**src/rtl/nibble_loader.sv**
```systemverilog
// nibble_loader: gathers NIBBLES 4-bit operands into a packed bus for an
// external adder tree. Once the bus is full it is held for SETTLE cycles,
// the tree result is captured, and the sum is offered to a consumer with a
// valid/ready handshake.
module nibble_loader #(
  parameter int NIBBLES = 128,
  parameter int SETTLE  = 1
) (
  input  logic                   clk,
  input  logic                   rst_n,
  input  logic                   clear,
  input  logic                   in_valid,
  input  logic [3:0]             in_data,
  output logic                   in_ready,
  output logic [4*NIBBLES-1:0]   arr,
  input  logic [11:0]            tree_sum,
  output logic [11:0]            sum_out,
  output logic                   sum_valid,
  input  logic                   sum_ready,
  output logic [7:0]             count
);

  typedef enum logic [1:0] {
    ST_LOAD,
    ST_SETTLE,
    ST_HOLD
  } state_e;

  localparam logic [7:0] FULL        = 8'(NIBBLES);
  localparam logic [3:0] SETTLE_LAST = 4'(SETTLE - 1);

  state_e                 state_q, state_d;
  logic [4*NIBBLES-1:0]   arr_q, arr_d;
  logic [7:0]             count_q, count_d;
  logic [3:0]             settleCnt_q, settleCnt_d;
  logic [11:0]            sumOut_q, sumOut_d;
  logic                   sumValid_q, sumValid_d;
  logic                   inReady_q, inReady_d;

  // State and datapath registers; reset wipes any partial frame or pending sum.
  always_ff @(posedge clk or negedge rst_n) begin
    if (!rst_n) begin
      state_q     <= ST_LOAD;
      arr_q       <= '0;
      count_q     <= '0;
      settleCnt_q <= '0;
      sumOut_q    <= '0;
      sumValid_q  <= 1'b0;
      inReady_q   <= 1'b0;
    end else begin
      state_q     <= state_d;
      arr_q       <= arr_d;
      count_q     <= count_d;
      settleCnt_q <= settleCnt_d;
      sumOut_q    <= sumOut_d;
      sumValid_q  <= sumValid_d;
      inReady_q   <= inReady_d;
    end
  end

  // Next-state logic: clear overrides everything, otherwise load / settle / hold.
  always_comb begin
    state_d     = state_q;
    arr_d       = arr_q;
    count_d     = count_q;
    settleCnt_d = settleCnt_q;
    sumOut_d    = sumOut_q;
    sumValid_d  = sumValid_q;
    inReady_d   = inReady_q;

    if (clear) begin
      state_d     = ST_LOAD;
      arr_d       = '0;
      count_d     = '0;
      settleCnt_d = '0;
      sumValid_d  = 1'b0;
      inReady_d   = 1'b1;
    end else begin
      case (state_q)
        ST_LOAD: begin
          inReady_d = 1'b1;
          if (in_valid && inReady_q) begin
            for (int k = 0; k < NIBBLES; k++) begin
              if (count_q == 8'(k)) begin
                arr_d[4*k +: 4] = in_data;
              end
            end
            count_d = count_q + 8'd1;
            if (count_q == FULL - 8'd1) begin
              state_d     = ST_SETTLE;
              inReady_d   = 1'b0;
              settleCnt_d = '0;
            end
          end
        end
        ST_SETTLE: begin
          inReady_d = 1'b0;
          if (settleCnt_q == SETTLE_LAST) begin
            sumOut_d   = tree_sum;
            sumValid_d = 1'b1;
            state_d    = ST_HOLD;
          end else begin
            settleCnt_d = settleCnt_q + 4'd1;
          end
        end
        ST_HOLD: begin
          inReady_d = 1'b0;
          if (sum_ready) begin
            sumValid_d = 1'b0;
            arr_d      = '0;
            count_d    = '0;
            inReady_d  = 1'b1;
            state_d    = ST_LOAD;
          end
        end
        default: begin
          state_d = ST_LOAD;
        end
      endcase
    end
  end

  assign in_ready  = inReady_q;
  assign arr       = arr_q;
  assign count     = count_q;
  assign sum_out   = sumOut_q;
  assign sum_valid = sumValid_q;

endmodule

```
**config.mk**
```make
export PLATFORM = sky130hd
export DESIGN_NAME = nibble_loader
export DESIGN_NICKNAME = d
export VERILOG_FILES = /design/src/rtl/nibble_loader.sv
export SDC_FILE = /design/constraint.sdc
export NUM_CORES = 1
export LEC_CHECK = 0
export CORE_ASPECT_RATIO = 1.2
export CORE_UTILIZATION = 26
export CTS_BUF_LIST = sky130_fd_sc_hd__clkbuf_2
export CTS_CLUSTER_DIAMETER = 80
export DETAILED_ROUTE_END_ITERATION = 10
export SYNTH_ARGS = -nofsm -noshare
export SYNTH_HDL_FRONTEND = slang
export SYNTH_SLANG_ARGS = --single-unit
```
**constraint.sdc**
```tcl
create_clock -name clk -period 2.9 [get_ports clk]
set_clock_uncertainty 0.15 [all_clocks]
set_input_delay 0.725 -clock clk [delete_from_list [all_inputs] [get_ports clk]]
set_output_delay 0.725 -clock clk [all_outputs]
set_load 0.01 [all_outputs]
```
==> qor.yml, run 1 <==
multi_input_area_mm2: 0.00833
critical_path_class: "reg -> out"
cp-end-kind: "primary output"
synth_area_leader_cell: "dfrtp_1"
crit_path_cell_trace: "buf_6"
core_area_mm2: 0.0851
wl_per_cell_um: 22.1
crit_slowest_cell: "dfrtp_1"
cp.required_ns: 2.03
tightestPinTransition_ns: 0.892
dp_slack_ns: -0.109
grt_start_max_net_pins: 81
drt_wl_total_um: 82500
hold_violations: 0
yosysTopAreaCellShare_pct: 60.4
drive_gt1_share_pct: 59.8
finalWorstSetupSlack_ns: 0.0689
outcome: "complete, no violations"
power_density_mw_per_mm2: 1190
drtIter0Drc: 843
clock_latency_ns: 1.37
die_w_um: 270
drv_cap: 0
syn_inst: 1618
whs_ns: 0.353
crit_buf_inv: 1
syn_area_per_cell_um2: 13.8
io_buffers: 554
worst_ep_arrival_time_ns: 1.96
drt-vias-per-instance: 4.54
synth_commonest_cells: "dfrtp_1 (540), mux2_2 (398), o21ai_0 (180)"
cp-start-kind: "register"
synthFlopType: "dfrtp_1"
yosys_warnings: 0
timing.rr.end: "arr[215]$_DFFE_PN0P_"
grt_pass1_wl_um: 120000
ys_ff_latch: 540
dieArea_mm2: 0.0872
p_leak_uw: 0.0163
placed_cell_area_mm2: 0.0302
rr_worst_depth: 8
core.rowCount: 117
max_stage_delay_ns: 0.43
fill_cells: 8346
finalSetupTns_ns: 0
drtAntennaViolNets: 0
regArea_mm2: 0.0135
die_y_um: 323
htreeDepth: 4
ys_seq_area_share_pct: 60.4
clockBufferDepth: 3
cp_top_family: "flip-flops"
fmax_mhz: 353
period_share_pct: 97.6
slew_violations: 0
synth_most_common_cell: "dfrtp_1"
dp.final_hpwl_um: 58400
cts.sinks: 540
place.gp.congestion: 0.796
ir_drop_v: 0.000498
synth_edf_count: 0
grt_usage_pct: 18.6
overflow: 0
drc: 0
cts_made_buffers: 146
pin_count: 555
slew-limit-headroom_pct: 40.5
synth.distinct_cells: 53
firstDrtPassIters: 6
antenna_found_initial: 4
synth.area.top_cells: "dfrtp_1 (60%), mux2_2 (20%), o21ai_0 (4.0%), mux2_4 (3.5%), clkbuf_1 (1.2%)"
holdPathEnd: "arr[132]$_DFFE_PN0P_"
grt_pass1_vias: 18040
syn-num-nets: 1651
regToRegStartpoint: "count[6]$_DFFE_PN0P_"
rsz0062_at_grt: "yes"
cts_tree: "done"
min_path_cells: 1
cp.depth: 1
fin_nets: 2537
reg2reg_setup_slack_ns: 0.12
hold_class: "reg -> reg"
netlist_area_mm2: 0.0224
stdcell_area_mm2: 0.0320
cp_max_fo: 3
area_growth_pct: 43.3
min_from: "arr[132]$_DFFE_PN0P_"
post-route-min-period_ns: 2.83
via_count: 16991
start_util_pct: 26.3
async_reset_ff_share_pct: 100
cts.clk_slew.worst_paths_ns: 0.11
finalSetupViolCount: 0
root_buffer: "clkbuf_2"
## stage by stage
stage	utilization, %	power, uW	cells
CTS	37.4	38300	3717
floorplan	-	21000	1618
detailed placement	35.5	32200	3319
global placement	35.5	31700	3319
global route	37.7	40200	3740
finish	37.7	38000	3741
## area by class of cell
class | instances | area share (%)
inverter | 8 | 0.0937
sequential | 540 | 42.2
clock inverter | 54 | 1.39
timing repair buffer | 849 | 22.8
multi-input combinational | 959 | 26.0
antenna | 5 | 0.0390
clock buffer | 196 | 3.06
tap | 1130 | 4.41
## where the power goes
part | internal (uW) | switching (uW) | leakage (uW) | total (uW)
logic | 10100 | 8840 | 0.00819 | 18900
registers | 10900 | 2210 | 0.00708 | 13100
clock network | 2570 | 3380 | 0.00103 | 5940
## worst register-to-register path, stage by stage (launching register included)
cell	delay [ns]
dfrtp_2	0.45
buf_4	0.16
buf_4	0.16
buf_4	0.19
nand4bb_1	0.45
buf_4	0.35
o21ai_0	0.18
nand2_1	0.19
mux2_2	0.31
## routing by layer
metal / wire length, um / global-route usage (%) / vias to the layer above / part of all wire, %
met4: 2490 / 7.29 / 0 / 3.0
met3: 5320 / 5.95 / 144 / 6.4
met5: 0 / 0 / - / 0
li1: - / - / 7624 / -
met2: 42500 / 32.8 / 569 / 51
met1: 32200 / 20.9 / 8654 / 39
## repair_timing
action / CTS / global route
gates resized for setup: 2571 / 12
hold endpoints to repair: 576 / 0
hold buffers: 24 / 0
endpoints found under the setup margin: 534 / 229
setup buffers: 131 / 19
## worst max path at each step
stage	from	to	slack, ns
floorplan	state_q[0]$_DFFE_PN0P_	arr[88]$_DFFE_PN0P_	0.57
global placement	sum_ready	arr[273]$_DFFE_PN0P_	-0.07
detailed placement	sum_ready	arr[457]$_DFFE_PN0P_	-0.11
CTS	arr[239]$_DFFE_PN0P_	arr[239]	-0.19
global route	arr[239]$_DFFE_PN0P_	arr[239]	-0.11
finish	sum_valid$_DFFE_PN0P_	sum_valid	0.07
## state kept, by name (all words and copies together), names as in the netlist
signal,flops
sum_valid,1
arr,512
state_q,2
sum_out,12
in_ready,1
count,8
settleCnt_q,4
## cells by family (layout without fill, tap and decap cells)
family	after synthesis	in the layout	share of synthesized area, %
AO/OA/AOI/OAI	289	289	7.24
multiplexers	462	462	24.1
flip-flops	540	540	60.4
adder cells (fa/ha/maj)	12	12	0.672
buffers and inverters	119	1107	2.49
AND/OR/NAND/NOR	196	196	5.02
other	0	5	0
## cells in the final DEF, fill, tap and decap left out, drive strengths merged, types with 2 or more instances in the layout
| master | n |
|---|---|
| a21oi | 41 |
| a31oi | 18 |
| and2 | 7 |
| and4bb | 3 |
| buf | 807 |
| bufinv | 8 |
| clkbuf | 196 |
| clkdlybuf4s50 | 19 |
| clkinv | 36 |
| clkinvlp | 5 |
| dfrtp | 540 |
| diode | 5 |
| dlygate4sd3 | 23 |
| ha | 12 |
| inv | 13 |
| mux2 | 460 |
| mux2i | 2 |
| nand2 | 93 |
| nand2b | 5 |
| nand3 | 8 |
| nand3b | 8 |
| nand4bb | 3 |
| nor2 | 35 |
| nor2b | 4 |
| nor3 | 4 |
| nor3b | 4 |
| nor4b | 3 |
| o21ai | 218 |
| o31ai | 6 |
| or2 | 2 |
| or3 | 4 |
| or4 | 4 |
| or4b | 3 |
(Power assumes the default switching activity.)
==> inputs of run 2 (changes only) <==
--- a/config.mk
+++ b/config.mk
@@ -10,6 +10,8 @@
 export CTS_BUF_LIST = sky130_fd_sc_hd__clkbuf_2
 export CTS_CLUSTER_DIAMETER = 80
 export DETAILED_ROUTE_END_ITERATION = 10
+export PLACE_DENSITY = 0.58
 export SYNTH_ARGS = -nofsm -noshare
 export SYNTH_HDL_FRONTEND = slang
 export SYNTH_SLANG_ARGS = --single-unit
+export TNS_END_PERCENT = 50
==> run 2 against run 1 <==
Clock power is 10% lower; clock-buffer cell count is 8 higher; register-to-register slack lost 0.02 ns; largest cell class unchanged; cell count down 2.0%; hold slack got worse by 0.067 ns; worst setup slack gained 0.027 ns; first-iteration DRC count decreased by 11%; wire length is 0.76% higher; fmax increased by 0.95%; critical endpoint is now arr[348]; combinational power decreased by 6%.
==> qor.yml, run 2 (synthesis gave the netlist of run 1 again) <==
clock_latency_ns: 1.32
io_buffers: 554
cts.sinks: 540
post-route-min-period_ns: 2.80
crit_slowest_cell: "dfrtp_1"
power_frac_clock_pct: 14.7
hold_violations: 0
die_w_um: 270
power_density_mw_per_mm2: 1170
cp-start-kind: "register"
grt_start_max_net_pins: 84
final_cell_mix: "dfrtp_1 (530), clkbuf_2 (425), mux2_2 (398)"
max_stage_delay_ns: 0.40
slew_violations: 0
start_util_pct: 26.3
drv_cap: 0
outcome: "complete, no violations"
antenna_found_initial: 5
place.gp.congestion: 0.790
die_y_um: 323
layout_commonest_cell: "dfrtp_1"
fin_nets: 2472
drt-vias-per-instance: 4.58
cp-end-kind: "primary output"
slew-limit-headroom_pct: 41.6
rsz0062_at_grt: "yes"
multi_input_area_mm2: 0.00832
drc: 0
drt_wl_total_um: 83100
cts_made_buffers: 144
period_share_pct: 96.7
worst_ep_arrival_time_ns: 1.93
largest_reg_flops: 512
root_buffer: "clkbuf_2"
dieArea_mm2: 0.0872
p_int_uw: 22100
finalSetupViolCount: 0
p_leak_uw: 0.0157
cp_top_family: "flip-flops"
fmax_mhz: 357
ir_drop_v: 0.000419
dp.final_hpwl_um: 57000
area_growth_pct: 38.3
drtAntennaViolNets: 0
crit_buf_inv: 1
tightestPinTransition_ns: 0.877
regArea_mm2: 0.0135
grt_pass1_vias: 17924
wl_per_cell_um: 22.7
cts_tree: "done"
hold_class: "in -> reg"
clockBufferDepth: 3
fill_cells: 8454
combPwrFrac_pct: 49.1
finalSetupTns_ns: 0
overflow: 0
via_count: 16791
htreeDepth: 4
crit_path_cell_trace: "buf_2"
cts.clk_slew.worst_paths_ns: 0.13
firstDrtPassIters: 5
critical_path_class: "reg -> out"
cp_max_fo: 2
grt_usage_pct: 18.9
core.rowCount: 117
grt_pass1_wl_um: 122000
drive_gt1_share_pct: 59.1
pin_count: 555
power_frac_seq_pct: 36.2
core_area_mm2: 0.0851
p_sw_share_pct: 39.0
power_switching_uw: 14100
whs_ns: 0.286
cp.required_ns: 2.03
drtIter0Drc: 754
[run 2: metrics by stage]
| step | power [uW] | cell area [um2] | worst slack (ns) | instances | util (%) |
|---|---|---|---|---|---|
| final | 36200 | 30900 | 0.0957 | 3665 | 36.4 |
| after floorplan | 21000 | 22400 | 0.574 | 1618 | - |
| after global routing | 38400 | 30900 | -0.156 | 3665 | 36.4 |
| after detailed placement | 32000 | 30000 | -0.197 | 3303 | 35.3 |
| after CTS | 36700 | 31400 | -0.209 | 3634 | 36.9 |
| after global placement | 31600 | 30000 | -0.170 | 3303 | 35.3 |
[run 2: path summary, 6_finish.rpt]
check	startpoint	end	slack, ns	cells past startpoint
setup / recovery	arr[348]$_DFFE_PN0P_	arr[348]	0.1	1
hold / removal	sum_ready	count[2]$_DFFE_PN0P_	0.29	5
setup reg to reg	count[1]$_DFFE_PN0P_	arr[225]$_DFFE_PN0P_	0.1	8
hold reg to reg	settleCnt_q[3]$_DFFE_PN0P_	settleCnt_q[3]$_DFFE_PN0P_	0.34	1
max in group asynchronous	rst_n	arr[155]$_DFFE_PN0P_	1.43	4
min in group asynchronous	rst_n	arr[279]$_DFFE_PN0P_	0.52	4
[run 2: timing repair]
action,CTS,global route
hold buffers,21,0
resized for setup,1812,472
setup buffers,74,31
endpoints found under the setup margin,534,471
hold endpoints to repair,561,0
[run 2: per-layer routing]
layer  vias to the layer above  track usage, %  share of wire [%]
met1                      8617            21.5                 39
li1                       7479               -                  -
met4                         2            7.23                2.7
met5                         -               0              0.012
met3                       144            5.72                6.3
met2                       549            33.3                 51
[run 2: cell type report]
cell class	instances	share of cell area (%)
inverters	8	0.0971
clock inverters	37	0.680
diodes	1	0.00809
well taps	1130	4.57
flip-flops and latches	540	43.7
clock buffers	204	3.30
multi-input cells	959	26.9
repair buffers	786	20.7
[run 2: power groups by stage]
| stage | combinational (uW) | sequential (uW) | clock (uW) |
|---|---|---|---|
| 6_report | 17800 | 13100 | 5320 |
| 5_1_grt | 19000 | 13500 | 5970 |
| 4_1_cts | 18100 | 13100 | 5590 |
| 3_5_place_dp | 18900 | 13100 | 0 |
| 3_3_place_gp | 18700 | 12900 | 0 |
| 2_1_floorplan | 6720 | 14300 | 0 |
==> inputs of run 3 (changes only) <==
--- a/config.mk
+++ b/config.mk
@@ -7,7 +7,6 @@
 export LEC_CHECK = 0
 export CORE_ASPECT_RATIO = 1.2
 export CORE_UTILIZATION = 26
-export CTS_BUF_LIST = sky130_fd_sc_hd__clkbuf_2
 export CTS_CLUSTER_DIAMETER = 80
 export DETAILED_ROUTE_END_ITERATION = 10
 export PLACE_DENSITY = 0.58
==> constraint.sdc (replaced) <==
create_clock -name clk -period 2.9 [get_ports clk]
set_clock_uncertainty 0.15 [all_clocks]
set_input_delay 0.725 -clock clk [delete_from_list [all_inputs] [get_ports clk]]
set_output_delay 0.725 -clock clk [all_outputs]
set_load 0.1 [all_outputs]
==> run 3 against run 2 <==
Clock-buffer cell count down 125; sequential share of layout area up 0.15 points; non-clock buffer count down 109; utilization down 0.16 points; wire length down 4.3%; cell count down 6.7%; critical path type is now reg -> reg; critical endpoint is now arr[94]$_DFFE_PN0P_.
==> qor.yml, run 3 (synthesis gave the netlist of run 1 again) <==
outcome: "complete, no violations"
rsz0062_at_grt: "no"
finalSetupTns_ns: 0
grt_pass1_wl_um: 117000
antenna_cells: 0
largest_reg_flops: 512
dp.final_hpwl_um: 57300
post_cts_buffers: 0
cts_tree: "done"
drt-vias-per-instance: 4.65
grt_usage_pct: 17.9
overflow: 0
die_w_um: 270
start_util_pct: 26.3
clockBufferDepth: 3
core_area_mm2: 0.0851
cts.clk_slew.worst_paths_ns: 0.06
cts_made_buffers: 59
layout_commonest_cell: "buf_4"
utilization_pct: 36.2
cp_max_fo: 9
die_y_um: 323
dieArea_mm2: 0.0872
cts.sinks: 540
final_cell_mix: "buf_4 (622), dfrtp_1 (540), mux2_2 (398)"
pin_count: 555
drive_gt1_share_pct: 55.5
post-route-min-period_ns: 2.67
grt_pass1_vias: 16857
place.gp.congestion: 0.802
via_count: 15902
placed_cell_area_mm2: 0.0288
stdcell_area_mm2: 0.0308
slew-limit-headroom_pct: 40.0
worst_ep_arrival_time_ns: 3.03
slew_violations: 0
htreeDepth: 2
drtIter0Drc: 630
clock_latency_ns: 0.63
fin_nets: 2278
fmax_mhz: 374
drc: 0
drv_cap: 0
cp.required_ns: 3.25
hold_violations: 0
finalSetupViolCount: 0
wl_per_cell_um: 23.3
period_share_pct: 92.2
firstDrtPassIters: 5
hold_buffers: 1
antenna_found_initial: 0
hold_class: "reg -> reg"
cts_resized: 0
drtAntennaViolNets: 0
cp-end-kind: "register"
grt_start_max_net_pins: 81
core.rowCount: 117
critical_path_class: "reg -> reg"
tightestPinTransition_ns: 0.897
area_growth_pct: 37.7
drt_wl_total_um: 79600
root_buffer: "clkbuf_16"
cp-start-kind: "register"
io_buffers: 554
-- run 3: stage by stage --
step | instances | hold WS (ns) | setup WS (ns)
2_1_floorplan | 1618 | 0.279 | 0.132
5_1_grt | 3420 | 0.363 | 0.0804
3_5_place_dp | 3313 | 0.327 | -0.171
6_report | 3420 | 0.341 | 0.226
3_3_place_gp | 3313 | 0.310 | -0.151
4_1_cts | 3420 | 0.338 | 0.139
-- run 3: worst paths after layout --
kind | startpoint | to | slack, ns | depth (start not counted)
setup / recovery | count[0]$_DFFE_PN0P_ | arr[94]$_DFFE_PN0P_ | 0.23 | 6
hold / removal | settleCnt_q[3]$_DFFE_PN0P_ | settleCnt_q[3]$_DFFE_PN0P_ | 0.34 | 1
setup reg to reg | count[0]$_DFFE_PN0P_ | arr[94]$_DFFE_PN0P_ | 0.23 | 6
hold reg to reg | settleCnt_q[3]$_DFFE_PN0P_ | settleCnt_q[3]$_DFFE_PN0P_ | 0.34 | 1
max in group asynchronous | rst_n | arr[489]$_DFFE_PN0P_ | 1.20 | 3
min in group asynchronous | rst_n | arr[153]$_DFFE_PN0P_ | 0.51 | 2
-- run 3: worst max-delay path, cell delays in order (launching register included) --
cell,delay [ns]
dfrtp_1,0.52
ha_1,0.27
nand3b_1,0.64
buf_4,0.40
o21ai_4,0.14
nand2_4,0.10
mux2_4,0.31
-- run 3: routing by layer --
layer	part of all wire, %	wire length [um]	track usage [%]	vias to the layer above
met5	0	0	0	-
met4	3.5	2770	6.54	0
met3	5.7	4560	4.31	139
met2	51	40300	31.6	512
met1	40	31900	21.2	8251
li1	-	-	-	7000
-- run 3: final cells by class --
| type | count | area, um2 |
|---|---|---|
| Fill cell | 8314 | 54300 |
| Sequential cell | 540 | 13500 |
| Multi-Input combinational cell | 959 | 8320 |
| Timing Repair Buffer | 677 | 5570 |
| Clock buffer | 79 | 1640 |
| Tap cell | 1130 | 1410 |
| Clock inverter | 27 | 303 |
| Inverter | 8 | 30.0 |
Power of run 3 is left out: the tool's default activity adds up to more than one toggle a clock period on the data nets, which glitch-free logic cannot reach.
